File: config.mk
export PLATFORM = sky130hd
export DESIGN_NAME = rv32c_fetch_align
export DESIGN_NICKNAME = d
export VERILOG_FILES = /design/src/rtl/rv32c_fetch_align.sv
export SDC_FILE = /design/constraint.sdc
export NUM_CORES = 1
export LEC_CHECK = 0
export CORE_ASPECT_RATIO = 0.8
export CORE_MARGIN = 5
export CORE_UTILIZATION = 40
export CTS_BUF_LIST = sky130_fd_sc_hd__clkbuf_2 sky130_fd_sc_hd__clkbuf_4 sky130_fd_sc_hd__clkbuf_8
export DETAILED_ROUTE_END_ITERATION = 8
export PLACE_DENSITY_LB_ADDON = 0.25
export RECOVER_POWER = 50
export SYNTH_ARGS = -nofsm -noshare
export SYNTH_HDL_FRONTEND = slang
export SYNTH_SLANG_ARGS = --single-unit
File: constraint.sdc
create_clock -name iCLK -period 5.3 [get_ports iCLK]
set_input_delay 1.06 -clock iCLK [delete_from_list [all_inputs] [get_ports iCLK]]
set_output_delay 1.06 -clock iCLK [all_outputs]
set_load 0.05 [all_outputs]
File: src/rtl/rv32c_fetch_align.sv
// Instruction-fetch aligner: buffers ROM words as halfwords and presents one
// whole RV32C instruction (16- or 32-bit, possibly word-straddling) per handshake.
module rv32c_fetch_align #(
    parameter logic [31:0] RESET_PC = 32'h0000_0000,
    parameter int unsigned ADDR_W   = 8
) (
    input  logic              iCLK,
    input  logic              iRST,
    output logic              oROM_RD,
    output logic [ADDR_W-1:0] oROM_ADDR,
    input  logic [31:0]       iROM_DATA,
    input  logic              iREDIRECT,
    input  logic [31:0]       iREDIRECT_PC,
    output logic              oVALID,
    input  logic              iREADY,
    output logic [31:0]       oIR,
    output logic              oIS_C,
    output logic [31:0]       oPC
);

    logic [15:0]       hw_q [4];
    logic [15:0]       hw_d [4];
    logic [2:0]        count_q, count_d;
    logic              inflight_q, inflight_d;
    logic              skip_q, skip_d;
    logic [31:0]       pc_q, pc_d;
    logic [ADDR_W-1:0] faddr_q, faddr_d;

    logic [15:0] view [4];
    logic [2:0]  view_cnt;
    logic [1:0]  wr_idx;
    logic        flush;
    logic        head_c;
    logic        valid;
    logic        fire;
    logic [1:0]  pop;
    logic [3:0]  need;
    logic        issue;

    // The returning word is merged into a combinational view of the queue so
    // it can be presented in its arrival cycle; the issue rule keeps it <= 4.
    always_comb begin
        flush    = iRST | iREDIRECT;
        view     = hw_q;
        view_cnt = count_q;
        wr_idx   = count_q[1:0];
        if (inflight_q && !flush) begin
            if (skip_q) begin
                view[wr_idx] = iROM_DATA[31:16];
                view_cnt     = count_q + 3'd1;
            end else begin
                view[wr_idx]         = iROM_DATA[15:0];
                view[wr_idx + 2'd1]  = iROM_DATA[31:16];
                view_cnt             = count_q + 3'd2;
            end
        end

        head_c = (view[0][1:0] != 2'b11);
        valid  = !flush && (((view_cnt != 3'd0) && head_c) || (view_cnt >= 3'd2));
        fire   = valid && iREADY;
        if (!fire)
            pop = 2'd0;
        else if (head_c)
            pop = 2'd1;
        else
            pop = 2'd2;

        need  = {1'b0, count_q} + {2'b00, inflight_q, 1'b0};
        issue = !flush && (need <= (4'd2 + {2'b00, pop}));
    end

    always_comb begin
        hw_d = view;
        case (pop)
            2'd1: begin
                hw_d[0] = view[1];
                hw_d[1] = view[2];
                hw_d[2] = view[3];
            end
            2'd2: begin
                hw_d[0] = view[2];
                hw_d[1] = view[3];
            end
            default: ;
        endcase

        count_d    = view_cnt - {1'b0, pop};
        inflight_d = issue;
        skip_d     = skip_q && !inflight_q;
        faddr_d    = issue ? faddr_q + ADDR_W'(1) : faddr_q;
        pc_d       = fire ? pc_q + (head_c ? 32'd2 : 32'd4) : pc_q;

        // A redirect discards the queue and any word arriving this cycle.
        if (iREDIRECT) begin
            count_d    = 3'd0;
            inflight_d = 1'b0;
            skip_d     = iREDIRECT_PC[1];
            faddr_d    = iREDIRECT_PC[ADDR_W+1:2];
            pc_d       = iREDIRECT_PC & ~32'h1;
        end
    end

    always_ff @(posedge iCLK) begin
        if (iRST) begin
            for (int i = 0; i < 4; i++)
                hw_q[i] <= 16'h0;
            count_q    <= 3'd0;
            inflight_q <= 1'b0;
            skip_q     <= RESET_PC[1];
            faddr_q    <= RESET_PC[ADDR_W+1:2];
            pc_q       <= RESET_PC;
        end else begin
            hw_q       <= hw_d;
            count_q    <= count_d;
            inflight_q <= inflight_d;
            skip_q     <= skip_d;
            faddr_q    <= faddr_d;
            pc_q       <= pc_d;
        end
    end

    always_comb begin
        oROM_RD   = issue;
        oROM_ADDR = faddr_q;
        oVALID    = valid;
        oIS_C     = valid && head_c;
        oPC       = pc_q;
        oIR       = 32'h0;
        if (valid)
            oIR = head_c ? {16'h0, view[0]} : {view[1], view[0]};
    end

endmodule

Word level (Yosys, flattened, before mapping)
Index checks and enable logic that the tools add are counted.

word-level totals
  ROM bits = 0
  memory bits (writable) = 0
  bits in latches = 0
  register bits = 109
  memories = 0
  input bits = 68
  word-level logic and storage cells = 69
  output and inout bits = 75

cells by class
  add/subtract/negate cells = 8
  muxes and demuxes = 23
  divide/modulo/power cells = 0
  eq/ne operators = 3
  shift operators = 0
  multipliers = 0
  order comparisons = 6
  bitwise logic cells = 3
  reduce and logical (&&, ||, !) cells = 16

operator list
  kind                 number
  $bwmux 64            3
  $mux 32              4
  $mux 64              2
  $demux 16 s2         2
  $pmux 32 s2          1
  $mux 16              3
  $add 32x3->32        1
  $mux 8               2
  $logic_and 1x1->1    9
  $mux 3               3
  $add 8x1->8 const B  1
  $ge 3x3->1 const B   2
  $lt 3x1->1 const B   2
  $not 2->3            2
  $add 3x2->4          1
  $le 4x3->1           1
  $mux 2               2
  $reduce_bool 2->1    2
  $add 2x2->3 const A  1
  $add 3x1->3 const B  1
  $add 3x2->3 const B  1
  $ge 3x2->1 const B   1
  $reduce_bool 3->1    1
  $sub 3x2->3          1
  other kinds (9)      10

Depth between registers and ports, before layout
  depth in word-level cells = 20
  gate-level depth with buffers = 19
  mapped depth without buffers = 16

Worst setup path before layout
OpenSTA, ideal clock, no wires.

  path type = input-to-output
  start = input port iREDIRECT
  end = output port oROM_RD
  data required time = 4.240 ns
  setup slack = 0.031 ns
  arrival time = 4.209 ns
  buffers on the path = 3
  cell stages on the path = 14
  cells stage by stage = buf_2 -> or3b_4 -> a21oi_2 -> o221ai_1 -> or2_1 -> buf_4 -> clkbuf_1 -> nor2_1 -> inv_1 -> fa_1 -> nand2b_1 -> a21oi_1 -> o22ai_1 -> and2_1

on the way
  longest elaborated chain between the ends = 13
  elaborated cells between the ends (all ways) = 17
  classes of those cells = add/sub: 1; order compare: 2; eq/ne: 1; mux: 4; bitwise: 1; reduce/logical: 8

RTL lines
  what                                                 RTL line    text
  from (decl)                                          12          input logic iREDIRECT,
  $or 1x1->1 *                                         43          flush = iRST | iREDIRECT;
  $logic_not 1->1 *                                    47, 59, 69
  branches (longest 10 deep; another with $le 4x3->1)  n/a
  $logic_and 1x1->1 *                                  69          issue = !flush && (need <= (4'd2 + {2'b00, pop}));
  to (decl)                                            9           output logic oROM_RD,

Every way passes the cells marked *.

Final worst setup path
Same ends and word-level chain as after synthesis.

==> reports/metrics.yaml <==
critical_path.max_stage_delay_ns: 0.51
static-leakage-power_nw: 3.96
grtUsageTotal_pct: 22.7
floorplan.rows: 47
critical_path.top_delay_family: "simple AND/OR/NAND/NOR gates"
die-area_um2: 24400
path_max_fanout: 7
simple_gate_fraction_of_synth_area_pct: 22.3
cts_sinks: 108
postRouteAntennaNets: 0
synthesized_area_um2: 8550
ctsHtreeMaxLevel: 3
setup_viol_count_final: 0
critPathLaunchType: "primary input"
final_min_period_over_clock_period_pct: 95.3
initial_utilization_pct: 41.0
synth_edf_count: 0
multiInputGateArea_um2: 5880
port_buffer_count: 140
synth.avg_cell_area_um2: 7.80
clock-root-buffer: "sky130_fd_sc_hd__clkbuf_8"
drt-wirelength-per-cell_um: 19.4
drt-total-wl_um: 28300
clk_path_buf_depth: 2
timing.critical_path.arrival_ns: 3.99
worstSetupEndpointType: "output port"
timing_worst_slew_pin_value_ns: 1.24
synth_cells: 1096
ys_warn_count: 0
grt_pass1_wl_um: 45500
firstDrtPassIters: 5
route.detailed.vias_per_inst: 5.92
post-route-drc-count: 0
main_combinational_cell_family_by_area_after_synthesis: "compound AO/OA/AOI/OAI gates"
synth_seq_cells: 108
ctsHoldBuffers: 0
crit_path_cell_trace: "clkdlybuf4s50_1 > or3b_4 > a21oi_2 > o221ai_1 > or2_1 > nor2_2 > inv_1 > fa_1 > nand2b_1 > a21oi_1 > o22ai_1 > and2_4 > buf_12"
globalplace.congestion: 0.817
finalNetCount: 1271
grt_overflow_total: 0
cts_tree: "built"
number_of_nets_in_the_synthesized_netlist: 1183
post-dp-hpwl_um: 18500
pin_count: 143
worst-setup-path-type: "in2out"
setup-tns-final_ns: 0
grt_start_max_net_pins: 88
area.sequential_um2: 2160
rsz_0062_raised_after_global_routing: "no"
drive_above_1_share_pct: 17.9
power.density_cell_area_nw_per_um2: 184
antenna-diode-count: 0
yosysUniqueCellTypes: 70
number_of_global_route_vias_before_repair: 8328
synthXorXnorAreaFrac_pct: 2.25
muxShareOfSynthArea_pct: 14.9
maxSlewViolCount: 0
syn_to_final_growth_pct: 22.3
numCtsBuffers: 9
cp.buffers_inverters: 3
cts_resized: 0
synth_compound_gate_area_share_pct: 26.2
synth_ff_type: "sky130_fd_sc_hd__dfxtp_1"
antenna_violations_before_repair: 0
share_of_synthesized_cell_area_in_full_adder_half_adder_and_majority_cells_pct: 3.04
period_minus_slack_ns: 5.05
synth_sequential_area_ratio_pct: 25.3
min_path_type: "reg2reg"
irDropWorstVdd_mv: 0.117
finClkSkew_ns: 0.0124
critical-path-slowest-cell: "sky130_fd_sc_hd__fa_1"
post-cts-setup-buffer-count: 0
core_region_area_um2: 20900
finalPower_mw: 1.93
dr_total_vias: 8633
async_flop_share_pct: 0
worstPathRequired_ns: 4.24
die-height_um: 141
timing_hold_violations_final: 0
max_cap_violations: 0
drt_first_iter_violations: 678
worst_skew_pair.late_latency_ns: 0.39
cts.clk_slew.worst_paths_ns: 0.10
fmax_mhz: 198
die_w_um: 173
timing.max_slew.rel_slack_pct: 17.2
layout.filler_cells: 2002
status: "completed"
[path summary, 6_finish.rpt]
path / startpoint / cells after the start / slack, ns / end
worst min register to register: oPC[22] / 1 / 0.54 / oPC[22]
worst max-delay path: iREDIRECT / 13 / 0.25 / oROM_RD
worst max register to register: count_q[0] / 13 / 0.52 / hw_q[42]
worst min-delay path: oPC[22] / 1 / 0.54 / oPC[22]
[cell usage in the layout (no fill, tap or decap), types with 14 or more instances in the layout]
cell type and instances:
sky130_fd_sc_hd__dlygate4sd3_1 39, sky130_fd_sc_hd__a21o_1 17, sky130_fd_sc_hd__buf_12 19, sky130_fd_sc_hd__dfxtp_1 107
sky130_fd_sc_hd__and3b_1 16, sky130_fd_sc_hd__nor3_1 17, sky130_fd_sc_hd__nand3_1 15, sky130_fd_sc_hd__nor2b_1 41
sky130_fd_sc_hd__clkdlybuf4s50_1 65, sky130_fd_sc_hd__mux2i_1 17, sky130_fd_sc_hd__a311oi_2 16, sky130_fd_sc_hd__mux2_2 98
sky130_fd_sc_hd__a221o_1 14, sky130_fd_sc_hd__a211oi_1 15, sky130_fd_sc_hd__buf_4 41, sky130_fd_sc_hd__inv_1 24
sky130_fd_sc_hd__o21ai_0 45, sky130_fd_sc_hd__nand2_1 147, sky130_fd_sc_hd__nor2_1 87, sky130_fd_sc_hd__o22ai_1 68
sky130_fd_sc_hd__a21oi_1 75
[area by class of cell]
type / count / share of cell area, %
Clock buffer: 13 / 1.59
Clock inverter: 3 / 0.431
Inverter: 25 / 0.897
Multi-Input combinational cell: 868 / 56.2
Sequential cell: 108 / 20.7
Tap cell: 269 / 3.22
Timing Repair Buffer: 172 / 17.0
[registers in the layout, indices dropped and copies added, names as in the netlist]
name        cells
skip_q          1
hw_q           64
inflight_q      1
oPC            31
count_q         3
oROM_ADDR       8
[stage by stage]
stage | area (um^2) | hold slack (ns) | cells | setup slack (ns) | utilization [%]
CTS | 10500 | 0.548 | 1458 | 0.138 | 50.3
global placement | 10300 | 0.526 | 1442 | 0.129 | 49.3
finish | 10500 | 0.542 | 1458 | 0.251 | 50.1
floorplan | 8550 | 0.625 | 1096 | 0.0312 | -
detailed placement | 10300 | 0.530 | 1442 | 0.0725 | 49.3
global route | 10500 | 0.561 | 1458 | 0.0342 | 50.1
[kinds of logic (layout without fill, tap and decap cells)]
family                   after synthesis  in the layout
AO/OA/AOI/OAI                        320            320
XOR/XNOR                              22             22
other                                  1              1
buffers and inverters                120            213
AND/OR/NAND/NOR                      391            391
adder cells (fa/ha/maj)               19             19
flip-flops                           108            108
multiplexers                         115            115
[routing by layer]
layer | up-vias | GRT usage [%] | wire [um]
met3 | 31 | 4.15 | 1720
met4 | 0 | 5.84 | 430
met2 | 313 | 36.0 | 12700
li1 | 4174 | - | -
met5 | - | 0 | 0
met1 | 4115 | 31.9 | 13400
[Yosys cell counts, types with 10 or more instances]
cell | count | area [um^2]
sky130_fd_sc_hd__a221o_1 | 14 | 140
sky130_fd_sc_hd__a21o_1 | 17 | 128
sky130_fd_sc_hd__buf_1 | 16 | 60.1
sky130_fd_sc_hd__xor2_1 | 10 | 87.6
sky130_fd_sc_hd__o22ai_1 | 68 | 425
sky130_fd_sc_hd__ha_1 | 16 | 200
sky130_fd_sc_hd__a211oi_1 | 15 | 113
sky130_fd_sc_hd__xnor2_1 | 12 | 105
sky130_fd_sc_hd__nor3_1 | 17 | 85.1
sky130_fd_sc_hd__a311oi_1 | 13 | 114
sky130_fd_sc_hd__and2_0 | 12 | 75.1
sky130_fd_sc_hd__a311oi_2 | 16 | 240
sky130_fd_sc_hd__nand2_1 | 147 | 552
sky130_fd_sc_hd__nor2_1 | 89 | 334
sky130_fd_sc_hd__and3b_1 | 16 | 140
sky130_fd_sc_hd__a21oi_1 | 75 | 375
sky130_fd_sc_hd__o21ai_0 | 45 | 225
sky130_fd_sc_hd__mux2i_1 | 17 | 170
sky130_fd_sc_hd__nor2b_1 | 41 | 257
sky130_fd_sc_hd__buf_2 | 13 | 65.1
sky130_fd_sc_hd__nand3_1 | 15 | 75.1
sky130_fd_sc_hd__dfxtp_1 | 108 | 2160
sky130_fd_sc_hd__mux2_2 | 98 | 1100
sky130_fd_sc_hd__inv_1 | 23 | 86.3
sky130_fd_sc_hd__clkbuf_1 | 57 | 214
[report_power, final]
part	internal (mW)	switching (mW)	leakage, nW
registers	0.852	0.0396	0.883
clock network	0.256	0.307	0.103
logic	0.204	0.269	2.98
total	1.31	0.616	3.96
Power figures use the tool's default switching activity.
